<file path="config.mk">
export PLATFORM = sky130hd
export DESIGN_NAME = reg_file_wb
export DESIGN_NICKNAME = d
export VERILOG_FILES = /design/src/rtl/sisc_pkg.sv /design/src/rtl/rf_scoreboard.sv /design/src/rtl/reg_file_wb.sv
export SDC_FILE = /design/constraint.sdc
export NUM_CORES = 1
export LEC_CHECK = 0
export ABC_CLOCK_PERIOD_IN_PS = 3570
export CORE_MARGIN = 4
export CORE_UTILIZATION = 62
export CTS_CLUSTER_DIAMETER = 80
export DETAILED_ROUTE_END_ITERATION = 8
export MAX_ROUTING_LAYER = met4
export PLACE_DENSITY_LB_ADDON = 0.15
export RECOVER_POWER = 25
export SYNTH_ARGS = -nofsm -noshare
export SYNTH_HDL_FRONTEND = slang
export SYNTH_HIERARCHICAL = 1
export SYNTH_SLANG_ARGS = --single-unit
</file>
<file path="constraint.sdc">
create_clock -name clk -period 3.57 [get_ports clk]
set_input_delay 0.8925 -clock clk [delete_from_list [all_inputs] [get_ports clk]]
set_output_delay 0.8925 -clock clk [all_outputs]
set_load 0.01 [all_outputs]
</file>
<file path="src/rtl/sisc_pkg.sv">
// Shared constants and types for the SISC datapath.
//   SISC_DATA_W : register width in bits
//   SISC_ADDR_W : register address width
//   reg_idx_t   : register index type
//   R0          : index of the hardwired-zero register
package sisc_pkg;

  localparam int unsigned SISC_DATA_W = 32;
  localparam int unsigned SISC_ADDR_W = 4;

  typedef logic [SISC_ADDR_W-1:0] reg_idx_t;

  localparam reg_idx_t R0 = '0;

endpackage

</file>
<file path="src/rtl/rf_scoreboard.sv">
// Pending-write scoreboard for the register file.
// One pending bit per register (bit 0 constant 0). A reservation sets a bit, a
// write-back clears it; a simultaneous set and clear of the same bit leaves it set.
// Ports:
//   clk, rst        : clock, synchronous active-high reset
//   i_resv_en/sel   : issue reservation of a destination register
//   i_wr_en/sel     : write-back retiring a register
//   i_rd_sel_a/b    : source register indices
//   o_hazard        : a source has an outstanding write not covered by bypass
module rf_scoreboard
  import sisc_pkg::*;
#(
  parameter int unsigned ADDR_W = SISC_ADDR_W
) (
  input  logic              clk,
  input  logic              rst,
  input  logic              i_resv_en,
  input  logic [ADDR_W-1:0] i_resv_sel,
  input  logic              i_wr_en,
  input  logic [ADDR_W-1:0] i_wr_sel,
  input  logic [ADDR_W-1:0] i_rd_sel_a,
  input  logic [ADDR_W-1:0] i_rd_sel_b,
  output logic              o_hazard
);

  localparam int unsigned NREGS = 2 ** ADDR_W;

  logic [NREGS-1:0] r_pending;
  logic [NREGS-1:0] w_pending_d;
  logic             w_pa;
  logic             w_pb;

  always_comb begin
    w_pending_d = r_pending;
    if (i_wr_en) begin
      w_pending_d[i_wr_sel] = 1'b0;
    end
    // Applied after the clear: a new reservation belongs to a younger instruction.
    if (i_resv_en && (i_resv_sel != ADDR_W'(R0))) begin
      w_pending_d[i_resv_sel] = 1'b1;
    end
    w_pending_d[0] = 1'b0;
  end

  always_ff @(posedge clk) begin
    if (rst) begin
      r_pending <= '0;
    end else begin
      r_pending <= w_pending_d;
    end
  end

  // A source being written this cycle is served by the bypass, so it never stalls.
  always_comb begin
    w_pa     = r_pending[i_rd_sel_a] && !(i_wr_en && (i_wr_sel == i_rd_sel_a));
    w_pb     = r_pending[i_rd_sel_b] && !(i_wr_en && (i_wr_sel == i_rd_sel_b));
    o_hazard = w_pa | w_pb;
  end

endmodule

</file>
<file path="src/rtl/reg_file_wb.sv">
// SISC register file with write-back port and pending-write scoreboard.
// 16 general registers (R0 hardwired to zero), two combinational read ports with
// same-cycle write bypass, one write per clock.
// Ports:
//   clk, rst           : clock, synchronous active-high reset
//   rd_sel_a, rd_sel_b : read port indices
//   wr_sel, wr_data    : write-back index and data, committed when rf_we=1
//   resv_en, resv_sel  : mark a register as pending at issue
//   rsa, rsb           : read data
//   hazard             : stall request, a source register is still pending
module reg_file_wb
  import sisc_pkg::*;
#(
  parameter int unsigned DATA_W = SISC_DATA_W,
  parameter int unsigned ADDR_W = SISC_ADDR_W
) (
  input  logic              clk,
  input  logic              rst,
  input  logic [ADDR_W-1:0] rd_sel_a,
  input  logic [ADDR_W-1:0] rd_sel_b,
  input  logic [ADDR_W-1:0] wr_sel,
  input  logic [DATA_W-1:0] wr_data,
  input  logic              rf_we,
  input  logic              resv_en,
  input  logic [ADDR_W-1:0] resv_sel,
  output logic [DATA_W-1:0] rsa,
  output logic [DATA_W-1:0] rsb,
  output logic              hazard
);

  localparam int unsigned NREGS = 2 ** ADDR_W;

  logic [DATA_W-1:0] r_regs [NREGS];

  always_ff @(posedge clk) begin
    if (rst) begin
      for (int i = 0; i < NREGS; i++) begin
        r_regs[i] <= '0;
      end
    end else if (rf_we && (wr_sel != ADDR_W'(R0))) begin
      r_regs[wr_sel] <= wr_data;
    end
  end

  always_comb begin
    rsa = r_regs[rd_sel_a];
    if (rd_sel_a == ADDR_W'(R0)) begin
      rsa = '0;
    end else if (rf_we && (wr_sel == rd_sel_a)) begin
      rsa = wr_data;
    end

    rsb = r_regs[rd_sel_b];
    if (rd_sel_b == ADDR_W'(R0)) begin
      rsb = '0;
    end else if (rf_we && (wr_sel == rd_sel_b)) begin
      rsb = wr_data;
    end
  end

  rf_scoreboard #(
    .ADDR_W(ADDR_W)
  ) u_scoreboard (
    .clk       (clk),
    .rst       (rst),
    .i_resv_en (resv_en),
    .i_resv_sel(resv_sel),
    .i_wr_en   (rf_we),
    .i_wr_sel  (wr_sel),
    .i_rd_sel_a(rd_sel_a),
    .i_rd_sel_b(rd_sel_b),
    .o_hazard  (hazard)
  );

endmodule

</file>
==> results of run 1 <==
==> cell type report <==
cell class | instances | area share (%)
Inverter | 4 | 0.0424
Tap cell | 607 | 2.14
Clock inverter | 30 | 1.06
Sequential cell | 527 | 44.2
Timing Repair Buffer | 401 | 12.3
Clock buffer | 66 | 4.00
Antenna cell | 5 | 0.0353
Multi-Input combinational cell | 1307 | 36.2
==> layer usage <==
metal  share of wire [%]  vias to the layer above
met3                  12                      301
met2                  49                     1532
met1                  34                    10079
li1                    -                     8173
met4                 5.3                        0
met5                   0                        -
==> what timing repair did <==
| item | in CTS | in global routing |
|---|---|---|
| gates cloned | 11 | 2 |
| setup buffers | 34 | 9 |
| gates resized for setup | 223 | 56 |
| endpoints found under the setup margin | 65 | 55 |
| hold buffers | 0 | 0 |
| pin swaps | 9 | 14 |
==> critical path: stages <==
cell and delay, ns:
buf_16 0.13, buf_16 0.16, buf_8 0.13, mux4_2 0.51, mux2i_2 0.22, nand2_1 0.09, a32o_1 0.27, clkdlybuf4s15_1 0.24
==> power groups by stage <==
stage | registers (mW) | clock network, mW | logic [mW]
global route | 7.37 | 6.12 | 2.61
detailed placement | 7.45 | 0 | 2.37
floorplan | 7.37 | 0 | 1.36
global placement | 7.40 | 0 | 2.34
CTS | 7.32 | 5.85 | 2.45
finish | 7.34 | 5.85 | 2.49
==> cell families after synthesis <==
logic type,Yosys count
and+or+nand+nor,819
AOI/OAI and AO/OA,105
muxes,335
other,1
DFF,527
buffers and inverters,198
xor gates and xnor gates,16
==> per-stage QoR <==
step / hold WS, ns / cell area [µm²] / instances
after global placement: 0.481 / 32800 / 2794
after global routing: 0.528 / 35400 / 2942
after floorplan: 0.456 / 29300 / 2032
after CTS: 0.490 / 35500 / 2934
after detailed placement: 0.482 / 32800 / 2794
final: 0.493 / 35400 / 2947
==> how the worst max path moves through the flow <==
stage / cells after the start / startpoint / slack [ns] / to
after floorplan: 6 / rd_sel_a[1] / 0.40 / rsa[21]
after global placement: 7 / wr_sel[2] / -0.48 / rsb[12]
after detailed placement: 7 / wr_sel[2] / -0.58 / rsb[29]
after CTS: 9 / rd_sel_a[0] / -0.08 / rsa[10]
after global routing: 9 / wr_sel[1] / -0.003 / rsa[29]
final: 8 / rd_sel_a[0] / 0.02 / rsa[23]
==> layout by cell type, fill, tap and decap left out, types with 7 or more instances in the layout <==
master | synthesis | routed
clkdlybuf4s50_1 | 0 | 37
edfxtp_1 | 512 | 512
o21ai_0 | 16 | 16
clkdlybuf4s15_1 | 0 | 7
buf_16 | 0 | 13
clkbuf_2 | 0 | 18
nand2b_1 | 66 | 66
clkbuf_16 | 0 | 57
buf_12 | 6 | 69
nand3_1 | 10 | 10
bufinv_16 | 0 | 8
buf_2 | 38 | 24
and2_0 | 0 | 89
or2_2 | 16 | 16
a21oi_1 | 16 | 16
and2_1 | 480 | 391
clkbuf_1 | 122 | 30
dlygate4sd2_1 | 0 | 18
mux4_2 | 258 | 258
conb_1 | 1 | 32
nand2_1 | 143 | 139
xor2_1 | 12 | 12
clkdlybuf4s15_2 | 0 | 11
buf_6 | 19 | 14
nor2_1 | 17 | 14
a32o_1 | 63 | 58
mux2i_1 | 75 | 59
buf_4 | 2 | 159
dfxtp_1 | 15 | 15
mux2i_4 | 0 | 10
nand3b_1 | 66 | 66
==> registers in the layout (all words and copies together), names as in the netlist <==
name,count
u_scoreboard/r_pending,15
r_regs,512
==> results.tsv, run 1 <==
stage	metric	value	unit
critical_path	rr_startpoint	u_scoreboard/r_pending[3]	
sta	fin_crit	3.55	ns
die	dieWidth	225	µm
grt	met3_usage	7.78	%
sta	hold_violations	0	
worst_hold_path	hold_class	flop to flop	
power_and_ir_drop	comb_power_share	15.9	%
placed_design	place_hpwl	54400	µm
yosys	synth_edf_count	512	
yosys	syn_area	29100	µm²
clock_tree	cts_made_buffers	54	
clock_tree	clk_pin_slew	0.06	ns
yosys	synth-compound-area-share	2.97	%
yosys	yosys_most_used_dff	edfxtp_1	
grt	grt_pass1_wl	133000	µm
placed_design	pre_cts_ws	-0.580	ns
detailed_routing	routedWlPerCell	30.5	µm
yosys	synth_top_family_by_area	multiplexers	
detailed_routing	drt_first_pass_iters	5	
clock_tree	cts-root-buf	clkbuf_16	
status	failed_checks	antenna rules, capacitance limit, slew limit	
sta	skew	0	ns
critical_path	r2r_slack	2.84	ns
detailed_routing	dr.first_iter.drc_count	2823	
power_and_ir_drop	p_per_area	443	nW/µm²
power_and_ir_drop	vdd_drop_max	426	µV
power_and_ir_drop	clockPowerShare	37.3	%
cells_and_area	post-route-util	76.3	%
sta	period_share	99.4	%
worst_hold_path	hold_start	u_scoreboard/r_pending[6]	
critical_path	crit_fanout	6	
critical_path	start_kind	input pin	
critical_path	worstSetupEndpointType	output pin	
yosys	ys_seq_elements	527	
cells_and_area	seqCellArea	15700	µm²
yosys	async_flop_share	0	%
cells_and_area	num-nets-final	2347	
power_and_ir_drop	switchingPower	3.86	mW
die	start_util	62.7	%
power_and_ir_drop	internal_power	11.8	mW
die	rows	79	
detailed_routing	route.vias.total	20085	
detailed_routing	ant_nets	1	
clock_tree	cts_sinks	527	
grt	grt_util_all_layers	36.9	%
placed_design	numPortBuffers	116	
yosys	yosys_warnings	6	
yosys	synthXorXnorAreaFrac	0.481	%
grt	met1_usage	46.3	%
grt	top_usage_layer	met2	
status	status	finished, violations left	
cells_and_area	fill_cells	2758	
cells_and_area	multi_input_area	12800	µm²
yosys	yosys.area_share.simple	16.5	%
sta	fin_ws	0.0208	ns
grt	grt_overflow	0	
sta	setup_tns	0	ns
detailed_routing	wirelength	89800	µm
critical_path	rr_worst_depth	2	
die	dieArea	50500	µm²
power_and_ir_drop	p_total	15.7	mW
sta	worst_pin_slew	1.89	ns
detailed_routing	avgViaCountPerCell	6.82	
sta	max-slew-margin-rel	-25.8	%
sta	fmax	0.282	GHz
grt	grt_max_degree	63	
critical_path	r2r_end	u_scoreboard/r_pending[3]	
power_and_ir_drop	p_seq_share	46.8	%
critical_path	cp_data_required_time	2.68	ns
clock_tree	cts_tree	yes	
critical_path	path_class	input pin to output pin	
die	io_pins	117	
yosys	yosys-top-cells-area	edfxtp_1, mux4_2, and2_1	
cells_and_area	syn_to_final_growth	21.6	%
detailed_routing	drc	0	
die	dieHeight	225	µm
yosys	synth_cells	2001	
worst_hold_path	min_path_cells	2	
yosys	yosysTopAreaCellShare	52.8	%
sta	setup_viol	0	
power_and_ir_drop	swShare	24.6	%
yosys	yosysSeqAreaShare	53.8	%
critical_path	worstPathArrival	2.66	ns
yosys	synthMuxAreaShare	22.7	%
worst_hold_path	worstHoldEndpoint	u_scoreboard/r_pending[6]	
sta	grt_setup_unrepaired	yes	
yosys	avgSynthCellArea	14.6	µm²
sta	finalMaxSlewViolations	63	
clock_tree	insertion_delay	0.60	ns
clock_tree	htreeDepth	2	
placed_design	globalplace.congestion	0.906	
die	fp.coreArea	46500	µm²
power_and_ir_drop	cellLeakagePower	12.7	nW
grt	met2_usage	58.9	%
yosys	synth_adder_area_share	0	%
yosys	synth_most_common_cell	edfxtp_1	
yosys	synth_area_leader_cell	edfxtp_1	
yosys	netlist_top_cells_count	edfxtp_1, and2_1, mux4_2, nand2_1, clkbuf_1	
job	drv_cap	1	
clock_tree	cts_buffer_depth	3	
yosys	ys_types	40	
cells_and_area	post_route_cells_drive_above_1_share	30.7	%
grt	grt_pass1_vias	21096	
grt	grt_antenna_before_repair	1	
Note: power is estimated with default switching activity, not from simulation.
==> inputs of run 2 (changes only) <==
- ABC_CLOCK_PERIOD_IN_PS: 3570 -> not set
==> results of run 2 <==
Final layout, timing and power as in run 1 (identical DEF).
